===== src/rtl/synth_pkg.sv =====
// Shared note/velocity types, allocator FSM states and pool defaults for the synth voice path.
package synth_pkg;

  localparam int DEFAULT_NUM_VOICES = 8;
  localparam int DEFAULT_AGE_W      = 8;

  typedef logic [6:0] note_t;
  typedef logic [6:0] vel_t;

  typedef enum logic [1:0] {
    IDLE   = 2'd0,
    SCAN   = 2'd1,
    COMMIT = 2'd2
  } alloc_state_t;

endpackage


===== src/rtl/voice_age_tracker.sv =====
// Per-voice saturating age counters: the committed voice restarts at zero and every
// other sounding voice grows one step older.
module voice_age_tracker #(
  parameter  int NUM_VOICES = 8,
  parameter  int AGE_W      = 8,
  localparam int IDX_W      = $clog2(NUM_VOICES)
) (
  input  logic                                i_clk,
  input  logic                                i_rst_n,
  input  logic                                i_commit,
  input  logic [IDX_W-1:0]                    i_target,
  input  logic [NUM_VOICES-1:0]               i_active,
  output logic [NUM_VOICES-1:0][AGE_W-1:0]    o_ages
);

  logic [NUM_VOICES-1:0][AGE_W-1:0] r_age;

  always_ff @(posedge i_clk or negedge i_rst_n) begin
    if (!i_rst_n) begin
      r_age <= '0;
    end else if (i_commit) begin
      for (int i = 0; i < NUM_VOICES; i++) begin
        if (IDX_W'(i) == i_target) begin
          r_age[i] <= '0;
        end else if (i_active[i] && (r_age[i] != {AGE_W{1'b1}})) begin
          r_age[i] <= r_age[i] + 1'b1;
        end
      end
    end
  end

  assign o_ages = r_age;

endmodule


===== src/rtl/voice_allocator.sv =====
// Assigns MIDI note events to a fixed voice pool: one scan cycle per voice, then a commit.
// Define VOICE_STEAL_EN to let a note-on steal the oldest gated voice instead of dropping.
module voice_allocator
  import synth_pkg::*;
#(
  parameter  int NUM_VOICES = DEFAULT_NUM_VOICES,
  parameter  int AGE_W      = DEFAULT_AGE_W,
  localparam int IDX_W      = $clog2(NUM_VOICES)
) (
  input  logic                    i_clk,
  input  logic                    i_rst_n,
  input  logic                    i_evt_valid,
  output logic                    o_evt_ready,
  input  logic                    i_evt_note_on,
  input  logic [6:0]              i_evt_note,
  input  logic [6:0]              i_evt_vel,
  input  logic [NUM_VOICES-1:0]   i_voice_idle,
  output logic [NUM_VOICES-1:0]   o_gate,
  output logic [NUM_VOICES-1:0]   o_trig,
  output logic [7*NUM_VOICES-1:0] o_voice_note,
  output logic [7*NUM_VOICES-1:0] o_voice_vel,
  output logic                    o_drop
);

  localparam logic [IDX_W-1:0] LAST_IDX = IDX_W'(NUM_VOICES - 1);

  alloc_state_t r_state;
  logic         r_ready;
  logic [IDX_W-1:0] r_idx;
  logic         r_on;
  note_t        r_note;
  vel_t         r_vel;

  logic             r_matchFound, r_freeFound, r_relFound;
  logic [IDX_W-1:0] r_matchIdx, r_freeIdx, r_relIdx;
  logic [AGE_W-1:0] r_relAge;
  logic [NUM_VOICES-1:0] r_offMask;
`ifdef VOICE_STEAL_EN
  logic             r_gatFound;
  logic [IDX_W-1:0] r_gatIdx;
  logic [AGE_W-1:0] r_gatAge;
`endif

  logic [NUM_VOICES-1:0]        r_gate, r_trig;
  logic                         r_drop;
  logic [NUM_VOICES-1:0][6:0]   r_voiceNote, r_voiceVel;

  logic [NUM_VOICES-1:0][AGE_W-1:0] w_ages;
  logic             w_scanGate, w_scanIdle, w_scanMatch;
  logic [AGE_W-1:0] w_scanAge;
  logic             w_noteOn, w_hasTarget, w_allocCommit;
  logic [IDX_W-1:0] w_target;
  logic [NUM_VOICES-1:0] w_active;

  assign w_scanGate  = r_gate[r_idx];
  assign w_scanIdle  = i_voice_idle[r_idx];
  assign w_scanAge   = w_ages[r_idx];
  assign w_scanMatch = (r_voiceNote[r_idx] == r_note);
  assign w_noteOn    = r_on && (r_vel != '0);
  assign w_active    = r_gate | ~i_voice_idle;

  // Preference order: held note, free voice, oldest released, oldest gated.
  always_comb begin
    w_hasTarget = 1'b1;
    w_target    = '0;
    if (r_matchFound) begin
      w_target = r_matchIdx;
    end else if (r_freeFound) begin
      w_target = r_freeIdx;
    end else if (r_relFound) begin
      w_target = r_relIdx;
`ifdef VOICE_STEAL_EN
    end else if (r_gatFound) begin
      w_target = r_gatIdx;
`endif
    end else begin
      w_hasTarget = 1'b0;
    end
  end

  assign w_allocCommit = (r_state == COMMIT) && w_noteOn && w_hasTarget;

  voice_age_tracker #(
    .NUM_VOICES (NUM_VOICES),
    .AGE_W      (AGE_W)
  ) u_age (
    .i_clk    (i_clk),
    .i_rst_n  (i_rst_n),
    .i_commit (w_allocCommit),
    .i_target (w_target),
    .i_active (w_active),
    .o_ages   (w_ages)
  );

  always_ff @(posedge i_clk or negedge i_rst_n) begin
    if (!i_rst_n) begin
      r_state      <= IDLE;
      r_ready      <= 1'b0;
      r_idx        <= '0;
      r_on         <= 1'b0;
      r_note       <= '0;
      r_vel        <= '0;
      r_matchFound <= 1'b0;
      r_matchIdx   <= '0;
      r_freeFound  <= 1'b0;
      r_freeIdx    <= '0;
      r_relFound   <= 1'b0;
      r_relIdx     <= '0;
      r_relAge     <= '0;
      r_offMask    <= '0;
`ifdef VOICE_STEAL_EN
      r_gatFound   <= 1'b0;
      r_gatIdx     <= '0;
      r_gatAge     <= '0;
`endif
    end else begin
      case (r_state)
        IDLE: begin
          r_ready <= 1'b1;
          if (i_evt_valid && r_ready) begin
            r_state      <= SCAN;
            r_ready      <= 1'b0;
            r_idx        <= '0;
            r_on         <= i_evt_note_on;
            r_note       <= i_evt_note;
            r_vel        <= i_evt_vel;
            r_matchFound <= 1'b0;
            r_freeFound  <= 1'b0;
            r_relFound   <= 1'b0;
            r_offMask    <= '0;
`ifdef VOICE_STEAL_EN
            r_gatFound   <= 1'b0;
`endif
          end
        end
        SCAN: begin
          r_ready <= 1'b0;
          if (!r_matchFound && w_scanMatch && (w_scanGate || !w_scanIdle)) begin
            r_matchFound <= 1'b1;
            r_matchIdx   <= r_idx;
          end
          if (!r_freeFound && !w_scanGate && w_scanIdle) begin
            r_freeFound <= 1'b1;
            r_freeIdx   <= r_idx;
          end
          // Strict compare keeps the lowest index on equal ages.
          if (!w_scanGate && !w_scanIdle && (!r_relFound || (w_scanAge > r_relAge))) begin
            r_relFound <= 1'b1;
            r_relIdx   <= r_idx;
            r_relAge   <= w_scanAge;
          end
`ifdef VOICE_STEAL_EN
          if (w_scanGate && (!r_gatFound || (w_scanAge > r_gatAge))) begin
            r_gatFound <= 1'b1;
            r_gatIdx   <= r_idx;
            r_gatAge   <= w_scanAge;
          end
`endif
          r_offMask[r_idx] <= w_scanGate && w_scanMatch;
          if (r_idx == LAST_IDX) begin
            r_state <= COMMIT;
          end else begin
            r_idx <= r_idx + 1'b1;
          end
        end
        COMMIT: begin
          r_state <= IDLE;
          r_ready <= 1'b1;
        end
        default: begin
          r_state <= IDLE;
          r_ready <= 1'b0;
        end
      endcase
    end
  end

  // Note/velocity survive a note-off so the release tail keeps its pitch.
  always_ff @(posedge i_clk or negedge i_rst_n) begin
    if (!i_rst_n) begin
      r_gate      <= '0;
      r_trig      <= '0;
      r_drop      <= 1'b0;
      r_voiceNote <= '0;
      r_voiceVel  <= '0;
    end else begin
      r_trig <= '0;
      r_drop <= 1'b0;
      if (r_state == COMMIT) begin
        if (w_noteOn) begin
          if (w_hasTarget) begin
            r_gate[w_target]      <= 1'b1;
            r_trig[w_target]      <= 1'b1;
            r_voiceNote[w_target] <= r_note;
            r_voiceVel[w_target]  <= r_vel;
          end else begin
            r_drop <= 1'b1;
          end
        end else begin
          r_gate <= r_gate & ~r_offMask;
        end
      end
    end
  end

  assign o_evt_ready  = r_ready;
  assign o_gate       = r_gate;
  assign o_trig       = r_trig;
  assign o_drop       = r_drop;
  assign o_voice_note = r_voiceNote;
  assign o_voice_vel  = r_voiceVel;

endmodule


===== config.mk =====
export PLATFORM = sky130hd
export DESIGN_NAME = voice_allocator
export DESIGN_NICKNAME = d
export VERILOG_FILES = /design/src/rtl/synth_pkg.sv /design/src/rtl/voice_age_tracker.sv /design/src/rtl/voice_allocator.sv
export SDC_FILE = /design/constraint.sdc
export NUM_CORES = 1
export LEC_CHECK = 0
export ABC_AREA = 1
export BUFFER_PORTS_ARGS = -buffer_cell sky130_fd_sc_hd__buf_2
export CAP_MARGIN = 10
export CORE_ASPECT_RATIO = 1.25
export CORE_UTILIZATION = 50
export DETAILED_ROUTE_END_ITERATION = 8
export PLACE_DENSITY = 0.75
export SLEW_MARGIN = 20
export SYNTH_ARGS = -nofsm -noshare
export SYNTH_HDL_FRONTEND = slang
export SYNTH_SLANG_ARGS = --single-unit

===== constraint.sdc =====
create_clock -name i_clk -period 8.07 [get_ports i_clk]
set_input_delay 2.0175 -clock i_clk [delete_from_list [all_inputs] [get_ports i_clk]]
set_output_delay 2.0175 -clock i_clk [all_outputs]
set_load 0.03 [all_outputs]

# == Word-level counts from Yosys, hierarchy flattened ==
# Cells that the tools add are included.
# totals
regBits,242
in_bits,26
word_cells,210
n_memories,0
latch_bits,0
rom_bits,0
ramBits,0
output_inout_bits,130
# classes
div_mod_pow,0
multipliers,0
reduce_logical,60
order_cmp,5
muxes,64
n_eq_ne,26
bitwise_logic,5
shift,0
add_sub_neg,9
# op_table
operator,count
$mux W8,23
$bwmux W56,2
$add A8 B1 Y8 const B,8
$ne A8 B8 Y1 const B,8
$reduce_and A2 Y1,15
$bmux W8 S3,1
$bmux W7 S3,1
$demux W7 S3,1
$logic_and A1 B1 Y1,21
$reduce_bool A2 Y1,9
$not A8 Y8,2
$or A8 B8 Y8,2
$pmux W8 S2,1
$mux W1,15
$mux W3,5
$reduce_and A3 Y1,5
$mux W7,2
$eq A3 B3 Y1 const A,4
$ne A2 B2 Y1 const B,6
$and A8 B8 Y8,1
$bwmux W8,1
$gt A8 B8 Y1,1
$lt A3 B4 Y1 const B,2
$pmux W1 S2,4
19 further kinds,29

# == Longest topological paths before layout ==
# Gate-level depths: netlist of run 1.
# logic_depth
depth_word,10
mapped_depth,20
ltp_nobuf,17

# == Cells and area by module ==
# Synthesis of run 1 repeated with hierarchy kept, for this count alone.
# hier_totals
cells_unflattened,1777
area_unflattened_um2,12776.0
# modules_own_cells
module,instances,area_each_um2,seq_area_each_um2,cells_each
voice_allocator,1,8660.8,4454.3,1116
voice_age_tracker,1,4115.2,1601.5,661

# == Least setup slack after synthesis of run 1 ==
# OpenSTA, ideal clock, no wires.
# synth_path
path_kind,input-to-reg
startpoint,in i_voice_idle[2]
endpoint,reg r_relAge[1]
slack_ns,4.909
setup_ns,0.118
stages,11
path_buffers,1
required_time_ns,7.952
arrival_ns,3.042
path_cell_list,inv_1 -> o21ai_0 -> nand2_1 -> nand2_1 -> nand2_1 -> nand2_1 -> nor3_4 -> nand2_2 -> buf_4 -> nand2_1 -> nand2_1
# synth_via
elab_chain_cells,6
# synth_lines
item,line,source
from (decl),voice_allocator.sv:17,"input logic [NUM_VOICES-1:0] i_voice_idle,"
$bmux W1 S3,voice_allocator.sv:56,assign w_scanIdle = i_voice_idle[r_idx];
$mux W1 (not written as such),voice_allocator.sv:56,
$logic_not A1 Y1,voice_allocator.sv:147,if (!w_scanGate && !w_scanIdle && (!r_relFound || (w_scanAge > r_relAge))) begin
$logic_and A1 B1 Y1 (2 in a row),voice_allocator.sv:147,
$reduce_and A2 Y1 (no line),--,
to (signal assigned),voice_allocator.sv:150,r_relAge <= w_scanAge;
to (decl),voice_allocator.sv:36,logic [AGE_W-1:0] r_relAge;
# No other way between the ends. The select of a mux whose other input is x is not followed.
# A chain may end at the register's enable or synchronous reset.

# == Worst setup path in the final report of run 1 ==
# layout_path
startpoint,reg r_idx[1]
endpoint,reg r_relIdx[1]
# layout_via
elab_chain_cells,6
elab_cells_between_ends,13
classes_between,1 x order compare; 6 x mux; 6 x reduce/logical
# layout_lines
item,line,source
from (decl),voice_allocator.sv:29,logic [IDX_W-1:0] r_idx;
from (signal assigned),voice_allocator.sv:163,r_idx <= r_idx + 1'b1;
$bmux W8 S3,voice_allocator.sv:57,assign w_scanAge = w_ages[r_idx];
$mux W8 (not written as such),voice_allocator.sv:57,
net w_scanAge[7],voice_allocator.sv:50,logic [AGE_W-1:0] w_scanAge;
$gt A8 B8 Y1,voice_allocator.sv:147,
$logic_or A1 B1 Y1,voice_allocator.sv:147,
$logic_and A1 B1 Y1,voice_allocator.sv:147,
$reduce_and A2 Y1 (no line),--,
to (signal assigned),voice_allocator.sv:149,r_relIdx <= r_idx;
to (decl),voice_allocator.sv:35,"logic [IDX_W-1:0] r_matchIdx, r_freeIdx, r_relIdx;"
# The timed path passes the listed nets, and every way through them passes these cells. The select of a mux whose other input is x is not followed.

==> results by group, run 1 <==
Synthesis
  • Share of the synthesized area in the top cell type: 0.514
  • Post-synthesis async set-or-reset flop share: 1.00
  • Count of flip-flops with a built-in enable after synthesis: 0
  • YS warnings: 0
  • Ranking of synthesized cells by area: sky130_fd_sc_hd__dfrtp_1, sky130_fd_sc_hd__nand2_1, sky130_fd_sc_hd__o21ai_0
  • FF+latch count, synth: 242
  • Synth unique cells: 45
  • Share of the yosys chip area belonging to registers: 0.514
  • Dominant register cell in the synthesized netlist: sky130_fd_sc_hd__dfrtp_1
  • Synthesized instance count: 1,431
  • Synth area leader: sky130_fd_sc_hd__dfrtp_1
  • Avg Synthesized Cell Area: 8.23 um2
  • Post-synth design cell area: 0.0118 mm2
  • Net count of the mapped netlist: 1,475

Placed design
  • Sum of net half-perimeters after detailed placement: ~24 mm
  • Final weighted congestion in routability-driven placement: about 0.98
  • Port Buffer Count: about 160

Routing
  • Final wirelength: 33.9 mm
  • Number of iterations in the first detailed-routing pass: 9
  • Post-route antenna net violation count: 0
  • Initial DRC Count: 793
  • Post-detailed-route DRC marker count: 0
  • Per-cell via count in the routed design: roughly 5.5
  • WL/cell: roughly 18 um
  • Routed vias: around 10k

Worst setup path
  • Longest individual stage delay on the worst path: 0.86 ns
  • Arrival time reported for the critical path endpoint: 4.45 ns
  • CP Max Fanout: 24
  • Critical path type: reg -> reg
  • Setup slack of the worst register-to-register path: about 4.1 ns
  • Req. time, crit path: ~8.5 ns
  • Max stage delay cell, worst path: sky130_fd_sc_hd__dfrtp_1
  • Ordered list of cells on the worst path: inv_1 > nand3_2 > inv_1 > a221oi_1 > nand2_1 > ha_1 > inv_1 > nor3_1 > nand3_1 > o21ai_0 > nand2_1 > nand2_2 > nand2_1 > o21ai_2
  • Critical path capture point type: register
  • Critical path launch point type: register

Clocking
  • Deepest clock path buffer count: 3
  • Inserted Clock Buffers: 26
  • Number of sinks on the clock net: 242
  • Clock latency on the worst-skew pair: 0.54 ns
  • H-Tree Level Count: 1
  • Clock-pin slew of the registers on the worst-case setup and hold paths: 0.06 ns
  • Post-CTS Repair Setup Buffers: 0
  • Post-CTS resize count: 0
  • Post-CTS Hold Fix Bufs: 0
  • Clock root cell: sky130_fd_sc_hd__clkbuf_16
  • Clock tree from TritonCTS: yes

Floorplan
  • DIE HEIGHT: 174 um
  • DIE WIDTH: approximately 140 um
  • Effective utilization at floorplan: 0.511
  • Die area: 0.0242 mm2
  • Top-level port count: 156
  • Row count: 62
  • Standard cell core area: 0.0230 mm2

STA
  • Highest achievable clock rate: ~250 MHz
  • Share of the clock period used by the worst path: 0.496
  • Worst-margin pin slew: about 0.98 ns
  • Worst slew margin relative to its limit: 0.343
  • Clock skew: 0.0243 ns
  • Pins over their slew limit: 0
  • Total of endpoints with negative setup slack in the final report: 0
  • Final-report hold violation count: 0
  • Accumulated negative setup slack: 0 ns
  • Final critical delay including setup and external delays: around 4 ns
  • Setup repair after global routing missed its margin: no

Pwr
  • Total power after layout: roughly 4 mW
  • Leakage power: roughly 7.1 nW
  • Max rail drop VDD: 190 uV
  • Power density of the placed cells: 300 mW/mm2

Run status
  • Outcome: complete, no violations

Layout
  • Syn-to-layout area delta: 15.2%
  • Post-Route Utilization: 0.589
  • Fill cell count: 2,043
  • Share of cells above drive strength 1: 0.158
  • Net count of the finished layout: 1,615
  • Diode insertion count for antenna repair: 0

Global route
  • Pin count of the biggest net entering global routing: around 140
  • First-pass GRT wire length: 54.8 mm
  • Global-route usage over all layers: 0.289
  • Remaining global-route overflow: 0
  • Antenna violations before repair: 1
  • Vias in the first global route: roughly 10k

Min path
  • Worst min-delay path category: reg -> reg

Flow run
  • Reported max-cap violation count: 0
==> worst paths after layout <==
| kind | from | endpoint | depth (start not counted) |
|---|---|---|---|
| max | r_idx[1]$_DFFE_PN0P_ | r_relIdx[1]$_DFFE_PN0P_ | 14 |
| min | r_relAge[4]$_DFFE_PN0P_ | r_relAge[4]$_DFFE_PN0P_ | 2 |
| max reg2reg | r_idx[1]$_DFFE_PN0P_ | r_relIdx[1]$_DFFE_PN0P_ | 14 |
| min reg2reg | r_relAge[4]$_DFFE_PN0P_ | r_relAge[4]$_DFFE_PN0P_ | 2 |
| max in group asynchronous | i_rst_n | o_voice_vel[1]$_DFFE_PN0P_ | 3 |
| min in group asynchronous | i_rst_n | u_age.o_ages[52]$_DFFE_PN0P_ | 1 |
==> metrics by stage <==
step / area [um2] / cells / setup slack (ns) / hold slack, ns
after global routing: 13600 / 1875 / 3.66 / 0.492
final: 13600 / 1875 / 4.07 / 0.475
after global placement: 12700 / 1830 / 4.23 / 0.456
after detailed placement: 12700 / 1830 / 4.18 / 0.462
after CTS: 13500 / 1874 / 4.16 / 0.477
after floorplan: 11800 / 1431 / 4.91 / 0.442
==> critical path, delay by kind of cell, from the launching register on <==
| kind | cells | cell delay [ns] |
|---|---|---|
| flip-flops | 1 | 0.86 |
| AO/OA/AOI/OAI | 3 | 0.53 |
| adder cells (fa/ha/maj) | 1 | 0.31 |
| AND/OR/NAND/NOR | 7 | 1.44 |
| buffers and inverters | 3 | 0.76 |
==> sequential cells by signal (all words and copies together) (netlist names) <==
register and count:
o_trig 8, r_relFound 1, o_drop 1, o_voice_note 56, r_matchFound 1, r_note 7, o_evt_ready 1, o_voice_vel 56
r_matchIdx 3, r_vel 7, r_offMask 8, r_idx 3, r_relIdx 3, o_gate 8, u_age.o_ages 64, r_freeFound 1
r_on 1, r_relAge 8, r_freeIdx 3, r_state 2
==> report_power, final <==
part	internal (mW)	total (mW)	leakage, nW	switching, mW
sequential	1.39	1.57	3.24	0.178
clock	0.692	1.17	0.410	0.483
combinational	0.315	1.33	3.43	1.01
total	2.40	4.07	7.08	1.67
==> per-layer routing <==
metal | vias up | global-route usage | share of wire
li1 | 4955 | - | -
met1 | 4884 | 0.335 | 0.38
met2 | 421 | 0.499 | 0.49
met3 | 102 | 0.0655 | 0.075
met4 | 2 | 0.146 | 0.053
met5 | - | 0 | 0.00038
==> cell usage in the layout (no fill, tap or decap), drive strengths merged, types with 18 or more instances in the layout <==
| cell | netlist | layout |
|---|---|---|
| dfrtp | 242 | 242 |
| xor2 | 28 | 28 |
| nand2 | 486 | 486 |
| a21oi | 27 | 27 |
| nand4 | 25 | 25 |
| o21ai | 184 | 184 |
| buf | 29 | 162 |
| nand3b | 18 | 18 |
| ha | 18 | 18 |
| nand3 | 80 | 80 |
| clkbuf | 21 | 36 |
| inv | 118 | 118 |
| nor2 | 79 | 79 |
==> synthesized netlist by cell type, types with 8 or more instances <==
| cell | count |
|---|---|
| sky130_fd_sc_hd__nand3_1 | 75 |
| sky130_fd_sc_hd__buf_2 | 15 |
| sky130_fd_sc_hd__nor2_1 | 73 |
| sky130_fd_sc_hd__a221oi_1 | 8 |
| sky130_fd_sc_hd__o21ai_0 | 148 |
| sky130_fd_sc_hd__o22ai_1 | 11 |
| sky130_fd_sc_hd__nand2_1 | 482 |
| sky130_fd_sc_hd__nand4_1 | 25 |
| sky130_fd_sc_hd__nand3b_1 | 18 |
| sky130_fd_sc_hd__a31oi_1 | 8 |
| sky130_fd_sc_hd__a21oi_1 | 24 |
| sky130_fd_sc_hd__nor3_1 | 11 |
| sky130_fd_sc_hd__xor2_1 | 28 |
| sky130_fd_sc_hd__inv_2 | 11 |
| sky130_fd_sc_hd__inv_1 | 107 |
| sky130_fd_sc_hd__buf_4 | 9 |
| sky130_fd_sc_hd__clkbuf_1 | 21 |
| sky130_fd_sc_hd__dfrtp_1 | 242 |
| sky130_fd_sc_hd__or2_2 | 8 |
| sky130_fd_sc_hd__o21ai_1 | 33 |
| sky130_fd_sc_hd__ha_1 | 18 |
==> cell families after synthesis <==
| group | synth area share |
|---|---|
| AND/OR/NAND/NOR | 0.260 |
| AO/OA/AOI/OAI | 0.119 |
| flip-flops | 0.514 |
| buffers and inverters | 0.0615 |
| XOR/XNOR | 0.0245 |
| adder cells (fa/ha/maj) | 0.0191 |
| multiplexers | 0.000850 |
==> cell type report <==
cell class                 instances  area [um2]  share of cell area
clock buffer                      36         769              0.0567
clock inverter                     8        72.6             0.00535
inverter                         119         447              0.0329
multi-input combinational       1020        5010               0.369
sequential                       242        6060               0.446
tap                              288         360              0.0266
timing repair buffer             162         858              0.0632
(Power assumes the default switching activity.)
==> run 2, diff against run 1 <==
ABC_AREA = 0   (was 1)
clock period = 4 ns   (was 8.07 ns; I/O delays follow)
==> run 2 against run 1 <==
Compared with the run above:
- the flow now finishes with violations (DRC)
- design area decreased by 0.30%
- critical path depth decreased by 1
- critical path type unchanged
- combinational power increased by 98%
- total power increased by 100%
- via count decreased by 12%
- maximum frequency increased by 10%
- clock power increased by 92%
- synthesized area decreased by 0.74%
- sequential cell count unchanged
- clock-buffer cell count decreased by 1
- routed wire length decreased by 5.0%
- hold slack about the same
==> results by group, run 2 <==
Run status
  • Outcome: finished with violations
  • Violated checks: DRC

Placed design
  • Port Buffer Count: 155 (unchanged)
  • Final weighted congestion in routability-driven placement: 0.907 (-7.5%)
  • Cell area after placement: 0.0128 mm2 (+0.47%)
  • Sum of net half-perimeters after detailed placement: 22.5 mm (-7.8%)

Global route
  • Vias in the first global route: 9,017 (-13%)
  • Remaining global-route overflow: 0 (unchanged)
  • First-pass GRT wire length: 51.8 mm (-5.3%)
  • Pin count of the biggest net entering global routing: 97 (-32%)
  • Antenna violations before repair: 1 (unchanged)
  • Global-route usage over all layers: 0.277 (-0.0121)

Worst setup path
  • Startpoint of the lowest-slack register-to-register path: r_idx[1]$_DFFE_PN0P_
  • Number of gates on the worst path with buffers counted: 13 (-1)
  • Setup slack of the worst register-to-register path: 0.37 ns (-3.70 ns)
  • Critical path type: reg -> reg
  • Critical path launch point type: register
  • Buffer and inverter count on the worst path: 2 (-1)
  • Arrival time reported for the critical path endpoint: 4.08 ns (-0.37 ns)
  • Launch point of the critical path: r_idx[1]$_DFFE_PN0P_
  • Worst Setup EP: r_relAge[0]$_DFFE_PN0P_
  • Longest individual stage delay on the worst path: 0.69 ns (-0.17 ns)
  • Critical path capture point type: register
  • Worst reg2reg path endpoint: r_relAge[0]$_DFFE_PN0P_
  • Logic depth of the worst register-to-register path: 13 (-1)
  • CP delay by family, top: compound AO/OA/AOI/OAI gates
  • Max stage delay cell, worst path: sky130_fd_sc_hd__a2111oi_2
  • Req. time, crit path: 4.45 ns (-4.07 ns)
  • Ordered list of cells on the worst path: buf_4 > nor2b_1 > a22oi_1 > o211ai_1 > ha_1 > nor2b_1 > o211ai_1 > a21oi_1 > o32ai_1 > a2111oi_2 > buf_4 > nor2_1 > a21oi_1
  • CP Max Fanout: 17 (-29%)

STA
  • Final critical delay including setup and external delays: 3.63 ns (-0.369 ns)
  • Worst slew margin relative to its limit: 0.291 (-0.0528)
  • Accumulated negative setup slack: 0 ns (unchanged)
  • Total of endpoints with negative setup slack in the final report: 0 (unchanged)
  • Clock skew: 0.0132 ns (-0.0111 ns)
  • Highest achievable clock rate: 275 MHz (+10%)
  • Worst-margin pin slew: 1.06 ns (+0.0815 ns)
  • Share of the clock period used by the worst path: 0.908 (+0.412)
  • Hold Slack: 0.475 ns (-0.0000370 ns)
  • Pins over their slew limit: 0 (unchanged)
  • Setup repair after global routing missed its margin: no
  • Final-report hold violation count: 0 (unchanged)

Clocking
  • Clock latency on the worst-skew pair: 0.53 ns (about the same)
  • Clock root cell: sky130_fd_sc_hd__clkbuf_16
  • Post-CTS resize count: 0 (unchanged)
  • Clock-pin slew of the registers on the worst-case setup and hold paths: 0.07 ns (about the same)
  • Inserted Clock Buffers: 25 (-3.8%)
  • Number of sinks on the clock net: 242 (unchanged)
  • Deepest clock path buffer count: 3 (unchanged)
  • Post-CTS Repair Setup Buffers: 0 (unchanged)
  • H-Tree Level Count: 1 (unchanged)
  • Clock tree from TritonCTS: yes
  • Post-CTS Hold Fix Bufs: 0 (unchanged)

Layout
  • Syn-to-layout area delta: 15.8%
  • Fill cell count: 1,952 (-4.5%)
  • Number of flip-flops under the largest register name: 64 (unchanged)
  • Total non-filler cell area in the finished layout: 0.0135 mm2 (-0.30%)
  • Share of cells above drive strength 1: 0.284 (+0.126)
  • Net count of the finished layout: 1,296 (-20%)
  • Multi-input combinational cell area: 0.00525 mm2 (+4.8%)
  • Most frequent cells in the layout: sky130_fd_sc_hd__nand2_1, sky130_fd_sc_hd__dfrtp_1, sky130_fd_sc_hd__buf_2, sky130_fd_sc_hd__mux2_2, sky130_fd_sc_hd__o21ai_0
  • Sequential cell area in the final layout: 0.00606 mm2 (about the same)
  • Most frequent standard cell in the layout excluding fill and tap cells: sky130_fd_sc_hd__nand2_1

Routing
  • Routed vias: 9,108 (-12%)
  • Post-route antenna net violation count: 0 (unchanged)
  • Post-detailed-route DRC marker count: 3 (+3)
  • Number of iterations in the first detailed-routing pass: 7 (-2)
  • Initial DRC Count: 646 (-19%)
  • WL/cell: 20.7 um (+14%)
  • Per-cell via count in the routed design: 5.85 (+5.8%)
  • Final wirelength: 32.3 mm (-5.0%)

Floorplan
  • Effective utilization at floorplan: 0.509 (-0.00209)
  • DIE WIDTH: 139 um (-0.37%)
  • DIE HEIGHT: 173 um (-0.37%)
  • Die area: 0.0240 mm2 (-0.73%)
  • Row count: 62 (unchanged)
  • Top-level port count: 156 (unchanged)
  • Standard cell core area: 0.0230 mm2 (-0.34%)

Pwr
  • Logic pwr share: 0.319 (-0.007)
  • Leakage power: 6.85 nW (-3.2%)
  • Switching pwr: 3.15 mW (+89%)
  • Total power after layout: 8.24 mW (+100%)
  • Power density of the placed cells: 609 mW/mm2 (+100%)
  • Internal Dissipation: 5.09 mW (+110%)
  • Max rail drop VDD: 549 uV (+190%)
  • Share of power burned in the clock network: 0.273 (-0.016)
  • Relative contribution of sequential cells to total power: 0.407 (+0.022)
  • Switch share: 0.383 (-0.0283)

Flow run
  • Reported max-cap violation count: 0 (unchanged)

Synthesis
  • Synth unique cells: 64 (+42%)
  • Post-synth design cell area: 0.0117 mm2 (-0.74%)
  • Synthesized instance count: 1,106 (-23%)
  • Ranking of synthesized cells by area: sky130_fd_sc_hd__dfrtp_1, sky130_fd_sc_hd__mux2_2, sky130_fd_sc_hd__nand2_1
  • Net count of the mapped netlist: 1,150 (-22%)
  • YS warnings: 0 (unchanged)
  • Share of the yosys chip area belonging to registers: 0.518 (+0.00385)
  • Synth area leader: sky130_fd_sc_hd__dfrtp_1
  • Share of the synthesized area in the top cell type: 0.518 (+0.00385)
  • Dominant register cell in the synthesized netlist: sky130_fd_sc_hd__dfrtp_1
  • Post-synthesis async set-or-reset flop share: 1.00 (unchanged)
  • FF+latch count, synth: 242 (unchanged)
  • Count of flip-flops with a built-in enable after synthesis: 0 (unchanged)
  • Avg Synthesized Cell Area: 10.6 um2 (+28%)
  • Most frequent cells after synthesis: sky130_fd_sc_hd__dfrtp_1, sky130_fd_sc_hd__nand2_1, sky130_fd_sc_hd__mux2_2, sky130_fd_sc_hd__nor2_1, sky130_fd_sc_hd__o21ai_0

Min path
  • Worst min-delay path category: reg -> reg
-- run 2: worst min-delay path, stage by stage, from the launching register on --
cell and delay [ns]:
sky130_fd_sc_hd__dfrtp_1 0.34, sky130_fd_sc_hd__nand2_1 0.05, sky130_fd_sc_hd__nand2_1 0.06
-- run 2: power by group through the flow --
stage          registers (mW)  clock network, mW  logic, mW
6_report                 3.36               2.25       2.63
5_1_grt                  3.42               2.38       2.87
4_1_cts                  3.34               2.28       2.63
3_5_place_dp             3.39                  0       2.62
3_3_place_gp             3.37                  0       2.57
2_1_floorplan            3.34                  0       1.85
-- run 2: through the flow --
stage                     worst slack (ns)  utilization  instances
after global routing                0.0930        0.589       1557
final                                0.369        0.589       1557
after CTS                            0.381        0.589       1556
after global placement               0.485        0.556       1513
after detailed placement             0.387        0.556       1513
after floorplan                      0.592            -       1106
-- run 2: metal layers --
metal | up-vias | part of all wire | GRT usage
li1 | 4168 | - | -
met1 | 4537 | 0.40 | 0.354
met2 | 320 | 0.49 | 0.461
met3 | 83 | 0.058 | 0.0413
met4 | 0 | 0.047 | 0.139
met5 | - | 0 | 0
-- run 2: worst min-delay path by stage --
stage	start	end	slack, ns	cells past startpoint
final	o_voice_vel[43]$_DFFE_PN0P_	o_voice_vel[43]$_DFFE_PN0P_	0.48	2
after CTS	o_voice_vel[44]$_DFFE_PN0P_	o_voice_vel[44]$_DFFE_PN0P_	0.48	2
after detailed placement	o_voice_vel[25]$_DFFE_PN0P_	o_voice_vel[25]$_DFFE_PN0P_	0.46	2
after floorplan	r_freeIdx[2]$_DFFE_PN0P_	r_freeIdx[2]$_DFFE_PN0P_	0.45	2
after global routing	o_voice_vel[23]$_DFFE_PN0P_	o_voice_vel[23]$_DFFE_PN0P_	0.49	2
after global placement	o_voice_vel[24]$_DFFE_PN0P_	o_voice_vel[24]$_DFFE_PN0P_	0.46	2
-- run 2: final cells by class --
class	count	share of cell area
inverters	29	0.00804
clock buffers	35	0.0520
repair buffers	179	0.0723
well taps	288	0.0266
diodes	1	0.000185
clock inverters	8	0.00509
flip-flops and latches	242	0.448
multi-input cells	775	0.388
-- run 2: kinds of logic after synthesis --
kind of cell               Yosys count  share of synthesized area
DFF                                242                      0.518
adders and majority gates           18                     0.0193
and+or+nand+nor                    417                      0.154
buffers and inverters               89                     0.0352
xor gates and xnor gates            27                     0.0202
muxes                              145                      0.153
AOI/OAI and AO/OA                  168                     0.0992
